<file path="config.mk">
export PLATFORM = sky130hd
export DESIGN_NAME = sp_mem_arbiter
export DESIGN_NICKNAME = d
export VERILOG_FILES = /design/src/rtl/sp_mem_arbiter.sv
export SDC_FILE = /design/constraint.sdc
export NUM_CORES = 1
export LEC_CHECK = 0
export BUFFER_PORTS_ARGS = -buffer_cell sky130_fd_sc_hd__buf_2
export CORE_MARGIN = 8
export CORE_UTILIZATION = 49
export CTS_BUF_LIST = sky130_fd_sc_hd__clkbuf_4 sky130_fd_sc_hd__clkbuf_8
export CTS_CLUSTER_DIAMETER = 50
export DETAILED_ROUTE_END_ITERATION = 16
export HOLD_SLACK_MARGIN = 0.1
export PLACE_DENSITY = 0.94
export SKIP_LAST_GASP = 1
export SLEW_MARGIN = 0
export SYNTH_ARGS = -nofsm -noshare
export SYNTH_HDL_FRONTEND = slang
export SYNTH_SLANG_ARGS = --single-unit
export TNS_END_PERCENT = 30
</file>
<file path="constraint.sdc">
create_clock -name clk -period 4.14 [get_ports clk]
set_input_delay 1.035 -clock clk [delete_from_list [all_inputs] [get_ports clk]]
set_output_delay 1.035 -clock clk [all_outputs]
set_load 0.02 [all_outputs]
</file>
<file path="src/rtl/sp_mem_arbiter.sv">
// Two-requester round-robin arbiter and access sequencer for a single-port memory.
// Requests are serialised onto one memory port; each access ends with a one-cycle
// ready pulse to the granted requester. A watchdog aborts unacknowledged accesses.
module sp_mem_arbiter #(
  parameter int unsigned DATA_LENGTH = 32,
  parameter int unsigned ADDR_SIZE   = 4,
  parameter int unsigned TIMEOUT     = 16
) (
  input  logic                   clk,
  input  logic                   rst,

  input  logic                   req0_valid,
  input  logic                   req0_wr_rd,
  input  logic [ADDR_SIZE-1:0]   req0_addr,
  input  logic [DATA_LENGTH-1:0] req0_wdata,
  output logic                   req0_ready,
  output logic                   req0_err,
  output logic [DATA_LENGTH-1:0] req0_rdata,

  input  logic                   req1_valid,
  input  logic                   req1_wr_rd,
  input  logic [ADDR_SIZE-1:0]   req1_addr,
  input  logic [DATA_LENGTH-1:0] req1_wdata,
  output logic                   req1_ready,
  output logic                   req1_err,
  output logic [DATA_LENGTH-1:0] req1_rdata,

  output logic                   mem_valid,
  output logic                   mem_wr_rd,
  output logic [ADDR_SIZE-1:0]   mem_addr,
  output logic [DATA_LENGTH-1:0] mem_wdata,
  input  logic [DATA_LENGTH-1:0] mem_rdata,
  input  logic                   mem_ready
);

  // Wait counter only needs to reach TIMEOUT-1 (TIMEOUT >= 2, so CntW >= 1).
  localparam int unsigned CntW = $clog2(TIMEOUT);
  localparam logic [CntW-1:0] CntLast = CntW'(TIMEOUT - 1);

  typedef enum logic [1:0] {
    StIdle,
    StBusy,
    StDone
  } state_e;

  state_e                 state_q;
  logic                   prio_q;
  logic                   gnt_q;
  logic [CntW-1:0]        cnt_q;
  logic                   err_q;
  logic [DATA_LENGTH-1:0] rdata_q;
  logic [1:0]             ready_q;

  // Command register doubles as the memory-side outputs, so they never glitch.
  logic                   mem_valid_q;
  logic                   mem_wr_rd_q;
  logic [ADDR_SIZE-1:0]   mem_addr_q;
  logic [DATA_LENGTH-1:0] mem_wdata_q;

  logic any_req;
  logic pick;

  // Arbitration: a lone requester wins; under contention the prio holder wins.
  always_comb begin
    any_req = req0_valid | req1_valid;
    pick    = 1'b0;
    if (req0_valid && req1_valid) begin
      pick = prio_q;
    end else if (req1_valid) begin
      pick = 1'b1;
    end
  end

  // Main sequencer: grant, hold the memory port, then pulse completion once.
  always_ff @(posedge clk or negedge rst) begin
    if (!rst) begin
      state_q     <= StIdle;
      prio_q      <= 1'b0;
      gnt_q       <= 1'b0;
      cnt_q       <= '0;
      err_q       <= 1'b0;
      rdata_q     <= '0;
      ready_q     <= 2'b00;
      mem_valid_q <= 1'b0;
      mem_wr_rd_q <= 1'b0;
      mem_addr_q  <= '0;
      mem_wdata_q <= '0;
    end else begin
      unique case (state_q)
        StIdle: begin
          if (any_req) begin
            state_q     <= StBusy;
            gnt_q       <= pick;
            prio_q      <= ~pick;
            cnt_q       <= '0;
            mem_valid_q <= 1'b1;
            mem_wr_rd_q <= pick ? req1_wr_rd : req0_wr_rd;
            mem_addr_q  <= pick ? req1_addr  : req0_addr;
            mem_wdata_q <= pick ? req1_wdata : req0_wdata;
          end
        end

        StBusy: begin
          if (mem_ready) begin
            state_q     <= StDone;
            mem_valid_q <= 1'b0;
            err_q       <= 1'b0;
            ready_q     <= gnt_q ? 2'b10 : 2'b01;
            if (!mem_wr_rd_q) begin
              rdata_q <= mem_rdata;
            end
          end else if (cnt_q == CntLast) begin
            // Watchdog expiry: report an error and clear stale read data.
            state_q     <= StDone;
            mem_valid_q <= 1'b0;
            err_q       <= 1'b1;
            rdata_q     <= '0;
            ready_q     <= gnt_q ? 2'b10 : 2'b01;
          end else begin
            cnt_q <= cnt_q + 1'b1;
          end
        end

        StDone: begin
          state_q <= StIdle;
          ready_q <= 2'b00;
        end

        default: begin
          state_q     <= StIdle;
          ready_q     <= 2'b00;
          mem_valid_q <= 1'b0;
        end
      endcase
    end
  end

  // Output mapping; all terms come straight from registers.
  always_comb begin
    req0_ready = ready_q[0];
    req1_ready = ready_q[1];
    req0_err   = ready_q[0] & err_q;
    req1_err   = ready_q[1] & err_q;
    req0_rdata = rdata_q;
    req1_rdata = rdata_q;
    mem_valid  = mem_valid_q;
    mem_wr_rd  = mem_wr_rd_q;
    mem_addr   = mem_addr_q;
    mem_wdata  = mem_wdata_q;
  end

  // Structural invariants of the sequencer.
  a_ready_onehot : assert property (@(posedge clk) disable iff (!rst)
    !(ready_q[0] && ready_q[1]));
  a_valid_in_busy : assert property (@(posedge clk) disable iff (!rst)
    mem_valid_q |-> (state_q == StBusy));
  a_ready_in_done : assert property (@(posedge clk) disable iff (!rst)
    (ready_q != 2'b00) |-> (state_q == StDone));

endmodule

</file>
==> results of run 1 <==
[registers in the layout (all words and copies together), names as in the netlist]
| register | cells |
|---|---|
| req0_rdata | 32 |
| gnt_q | 1 |
| mem_addr | 4 |
| err_q | 1 |
| prio_q | 1 |
| mem_wr_rd | 1 |
| mem_wdata | 32 |
| ready_q | 2 |
| cnt_q | 4 |
| state_q | 2 |
| mem_valid | 1 |
[worst max path at each step]
stage,startpoint,to,cells after the start
after floorplan,mem_ready,cnt_q[3],5
after global placement,mem_ready,req0_rdata[18],4
after detailed placement,mem_ready,req0_rdata[25],4
after CTS,mem_wr_rd,mem_wr_rd,1
after global routing,mem_wr_rd,mem_wr_rd,1
final,mem_wr_rd,mem_wr_rd,1
[logic make-up after synthesis]
family,count (synthesis),synth area share (%)
mux,1,0.268
simple gates,24,3.15
flops,81,54.2
buf+inv,98,13.9
fa+ha+maj,1,0.335
compound gates,119,28.1
[routing by layer]
layer / share of wire [%] / track usage (%) / vias to the layer above
met3: 14 / 10.8 / 11
met2: 50 / 38.5 / 213
met1: 35 / 24.2 / 1729
met4: 0.82 / 5.90 / 4
met5: 0.13 / 0 / -
li1: - / - / 1539
[final cells by class]
class,instances,share of cell area (%)
clock inverter,3,0.366
clock buffer,12,3.19
inverter,40,3.14
timing repair buffer,220,23.3
multi-input combinational,145,24.9
tap,102,2.67
sequential,81,42.4
[power by group through the flow]
stage / clock network (uW) / logic, uW / registers, uW
floorplan: 0 / 1350 / 1870
global placement: 0 / 2220 / 1490
detailed placement: 0 / 2300 / 1530
CTS: 531 / 2310 / 1520
global route: 568 / 2460 / 1580
finish: 517 / 2290 / 1530
[cells in the mapped netlist (2+ instances only)]
| cell type | instances |
|---|---|
| or2_2 | 2 |
| buf_2 | 11 |
| a22o_1 | 64 |
| o21ai_0 | 2 |
| clkbuf_1 | 12 |
| a21o_1 | 2 |
| a222oi_1 | 37 |
| and2_1 | 2 |
| and3_1 | 2 |
| nand2_1 | 8 |
| buf_4 | 33 |
| buf_6 | 2 |
| nand2b_1 | 2 |
| nor2_1 | 4 |
| dfrtp_1 | 81 |
| inv_1 | 40 |
| nand3_1 | 2 |
| o31ai_1 | 2 |
| a21oi_1 | 6 |
[stage by stage]
| stage | instance area (sq um) | std cells | utilization (%) |
|---|---|---|---|
| CTS | 4780 | 603 | 63.2 |
| global placement | 4610 | 588 | 60.9 |
| floorplan | 3740 | 324 | - |
| detailed placement | 4610 | 588 | 60.9 |
| finish | 4780 | 603 | 63.2 |
| global route | 4780 | 603 | 63.2 |
==> results.json, run 1 <==
{
  "slowest_delay_ps": 1120,
  "layout.nets": 609,
  "first_pass_iters": 9,
  "wl_per_cell_um": 20.5,
  "critPathKind": "reg2out",
  "avgSynthCellArea_sq_um": 11.5,
  "worst_path_max_delay_cell": "dfrtp_1",
  "fillers": 609,
  "crit_path_end_kind": "output pin",
  "chipHeight_um": 103,
  "cts.sinks": 81,
  "cts_made_buffers": 9,
  "synth_area_sq_um": 3740,
  "cp_max_fo": 35,
  "io_pins": 217,
  "arrival_ps": 1780,
  "grt_pass1_vias": 3576,
  "power_uw": 4340,
  "leakage_uw": 0.00268,
  "cts_buffer_depth": 2,
  "ys_types": 29,
  "switchingPower_uw": 2020,
  "period_share_pct": 68.1,
  "crit_buf_inv": 1,
  "rsz0062_at_grt": "no",
  "clkPwrFrac_pct": 11.9,
  "cp.required_ps": 3110,
  "ff_latch_area_sq_um": 2030,
  "power_frac_seq_pct": 35.2,
  "relSlewSlack_pct": 13.3,
  "post-place-ws_ps": 1550,
  "max_freq_ghz": 0.355,
  "min_period_ps": 2820,
  "timing.final.hold_violations": 0,
  "setup_slack_ps": 1320,
  "synth-seq-cells": 81,
  "final_max_slew_viol_count": 0,
  "worstPathCellList": "buf_2",
  "drt-total-wl_um": 12400,
  "antenna_found_initial": 2,
  "syn-num-nets": 436,
  "postCtsHoldBufs": 0,
  "io_buffers": 216,
  "h-tree-depth": 3,
  "postCtsSetupRepairBufs": 0,
  "swShare_pct": 46.6,
  "hp-class": "reg2reg",
  "powerDensity_nw_per_um2": 907,
  "antennaDiodeCount": 0,
  "via_per_inst": 5.80,
  "tightest_slew_ps": 1300,
  "route.vias.total": 3496,
  "reg2reg_from": "mem_wr_rd",
  "synth_top_flop_cell": "dfrtp_1",
  "ys_seq_area_share_pct": 54.2,
  "status": "finished, final reports clean",
  "ys_warn_count": 0,
  "whs_ps": 516,
  "final_layout_size_suffix_gt1_share_pct": 47.9,
  "drt_iter0_drc": 237,
  "grt_pass1_wl_um": 18500,
  "setup_viol": 0,
  "max-vdd-ir-drop_mv": 0.420,
  "gp_congestion": 0.796,
  "max_cap_viol_count": 0,
  "syn_inst": 324,
  "rows": 32,
  "drcViolationCount": 0,
  "synth_edf_count": 0,
  "final_cell_mix": "215 x buf_2, 81 x dfrtp_1, 64 x a22o_1",
  "async_reset_ff_share_pct": 100,
  "p_int_uw": 2310,
  "grt_max_degree": 82,
  "track_usage_pct": 22.4,
  "yosysTopAreaCellShare_pct": 54.2,
  "r2r-end": "req0_rdata[25]",
  "clock_latency_ps": 340,
  "ant_nets": 0,
  "core-area_sq_um": 7570,
  "fin_worst_skew_ps": 11.3,
  "cts_root_buffer": "clkbuf_8",
  "grt_overflow": 0,
  "rr_worst_depth": 3,
  "initial_core_util_pct": 49.4,
  "clk_pin_slew_ps": 80,
  "start_kind": "flip-flop",
  "cts_tree": "yes",
  "dieArea_sq_um": 10700,
  "layout_commonest_cell": "buf_2",
  "holdPathEnd": "mem_addr[3]",
  "multiInputGateArea_sq_um": 1190,
  "synth.largest_area_cell": "dfrtp_1",
  "hold_depth": 2,
  "reg2reg_setup_slack_ps": 1590,
  "pwr-share-comb_pct": 52.8,
  "path_delay_family": "flip-flops",
  "syn_to_final_growth_pct": 27.9,
  "yosys-top-cells-area": "dfrtp_1 54%, a22o_1 15%, a222oi_1 9.9%, buf_4 6.6%, inv_1 4.0%",
  "setup_tns_ps": 0,
  "die_x_um": 103,
  "worstHoldStart": "mem_addr[3]",
  "dp_hpwl_um": 9050,
  "cts_resized": 0
}
Note: power is estimated with default switching activity, not from simulation.
==> run 2: changes to the inputs <==
--- a/config.mk
+++ b/config.mk
@@ -7,12 +7,12 @@
 export LEC_CHECK = 0
 export BUFFER_PORTS_ARGS = -buffer_cell sky130_fd_sc_hd__buf_2
 export CORE_MARGIN = 8
-export CORE_UTILIZATION = 49
+export CORE_UTILIZATION = 45
 export CTS_BUF_LIST = sky130_fd_sc_hd__clkbuf_4 sky130_fd_sc_hd__clkbuf_8
 export CTS_CLUSTER_DIAMETER = 50
 export DETAILED_ROUTE_END_ITERATION = 16
 export HOLD_SLACK_MARGIN = 0.1
-export PLACE_DENSITY = 0.94
+export PLACE_DENSITY = 0.88
 export SKIP_LAST_GASP = 1
 export SLEW_MARGIN = 0
 export SYNTH_ARGS = -nofsm -noshare
==> constraint.sdc (replaced) <==
create_clock -name clk -period 2.85 [get_ports clk]
set_input_delay 0.7125 -clock clk [delete_from_list [all_inputs] [get_ports clk]]
set_output_delay 0.7125 -clock clk [all_outputs]
set_load 0.02 [all_outputs]
==> run 2 against run 1 <==
Effect of this change: first-iteration DRC count increased by 28%; register-to-register slack got worse by 480 ps; cell area increased by 2.6%; critical path depth increased by 1; clock skew increased by 1.1 ps; die area increased by 7.5%; critical endpoint is now req1_err; largest power group unchanged; highest routed layer is now met4.
==> results.json, run 2 (synthesis gave the netlist of run 1 again) <==
{
  "status": "finished, final reports clean",
  "clk_pin_slew_ps": 80,
  "power_uw": 6550,
  "crit_buf_inv": 1,
  "setup_viol": 0,
  "r2r-end": "mem_wdata[17]",
  "max_cap_viol_count": 0,
  "cts_tree": "yes",
  "die_x_um": 107,
  "cts_resized": 0,
  "cp.required_ps": 2140,
  "max_freq_ghz": 0.570,
  "max-vdd-ir-drop_mv": 0.781,
  "setup_tns_ps": 0,
  "drt-total-wl_um": 11800,
  "postCtsHoldBufs": 0,
  "period_share_pct": 61.6,
  "wl_per_cell_um": 19.4,
  "dpl_cell_area_sq_um": 4660,
  "track_usage_pct": 19.7,
  "final_max_slew_viol_count": 0,
  "postCtsSetupRepairBufs": 0,
  "worst_path_max_delay_cell": "dfrtp_1",
  "core-area_sq_um": 8130,
  "cp_max_fo": 3,
  "syn_to_final_growth_pct": 31.2,
  "grt_max_degree": 46,
  "start_kind": "flip-flop",
  "gp_congestion": 0.766,
  "route.vias.total": 3471,
  "chipHeight_um": 107,
  "drcViolationCount": 0,
  "cts_buffer_depth": 2,
  "worstSetupStartpoint": "ready_q[1]",
  "grt_pass1_wl_um": 18200,
  "clock_latency_ps": 340,
  "final_util_pct": 60.3,
  "worstPathCellList": "and2_1 -> buf_2",
  "rr_worst_depth": 5,
  "antennaDiodeCount": 0,
  "io_buffers": 216,
  "final_cell_mix": "215 x buf_2, 81 x dfrtp_1, 64 x a22o_1",
  "antenna_found_initial": 0,
  "path_delay_family": "flip-flops",
  "layout_commonest_cell": "buf_2",
  "timing.final.hold_violations": 0,
  "grt_pass1_vias": 3631,
  "io_pins": 217,
  "layout.nets": 613,
  "dp_hpwl_um": 9000,
  "dieArea_sq_um": 11500,
  "grt_overflow": 0,
  "cts.sinks": 81,
  "slowest_delay_ps": 400,
  "first_pass_iters": 6,
  "leakage_uw": 0.00273,
  "via_per_inst": 5.68,
  "tightest_slew_ps": 474,
  "drt_iter0_drc": 304,
  "reg2reg_setup_slack_ps": 1110,
  "cts_root_buffer": "clkbuf_8",
  "min_period_ps": 1750,
  "ant_nets": 0,
  "crit_path_end_kind": "output pin",
  "final_layout_size_suffix_gt1_share_pct": 48.4,
  "initial_core_util_pct": 45.9,
  "reg2reg_from": "state_q[0]",
  "rows": 33,
  "powerDensity_nw_per_um2": 1340,
  "cts_made_buffers": 9,
  "arrival_ps": 1040,
  "hp-class": "in2async",
  "fin_worst_skew_ps": 12.4,
  "h-tree-depth": 3,
  "critPathKind": "reg2out",
  "fin_area_sq_um": 4900,
  "relSlewSlack_pct": 68.4,
  "rsz0062_at_grt": "no"
}
==> run 2: layer usage <==
| metal | wire, um | track usage (%) | share of wire (%) |
|---|---|---|---|
| met5 | 0 | 0 | 0 |
| met4 | 176 | 6.93 | 1.5 |
| met3 | 1600 | 8.94 | 14 |
| met2 | 5740 | 32.8 | 49 |
| met1 | 4310 | 21.7 | 36 |
==> run 2: through the flow <==
step	cells	hold WS, ps	worst slack [ps]
after floorplan	324	417	1180
final	611	322	1100
after global routing	611	344	990
after global placement	595	481	1020
after detailed placement	595	496	931
after CTS	611	324	1060
==> run 2: worst max-delay path by stage <==
stage	end	slack, ps	depth (start not counted)
6_report	req1_err	1100	2
5_1_grt	mem_wdata[21]	990	5
4_1_cts	req0_err	1060	2
3_5_place_dp	mem_wdata[17]	930	6
3_3_place_gp	cnt_q[2]	1020	5
2_1_floorplan	cnt_q[3]	1180	5
==> run 2: cell type report <==
type	count	area [sq um]
Timing Repair Buffer	224	1160
Tap cell	105	131
Sequential cell	81	2030
Clock inverter	6	115
Fill cell	660	3230
Inverter	40	150
Clock buffer	10	131
Multi-Input combinational cell	145	1190
==> run 2: report_power, final <==
part | total, uW | internal (uW) | leakage [uW] | switching (uW)
sequential | 2140 | 1700 | 0.000998 | 438
clock | 1010 | 596 | 0.000121 | 410
combinational | 3400 | 1330 | 0.00161 | 2080
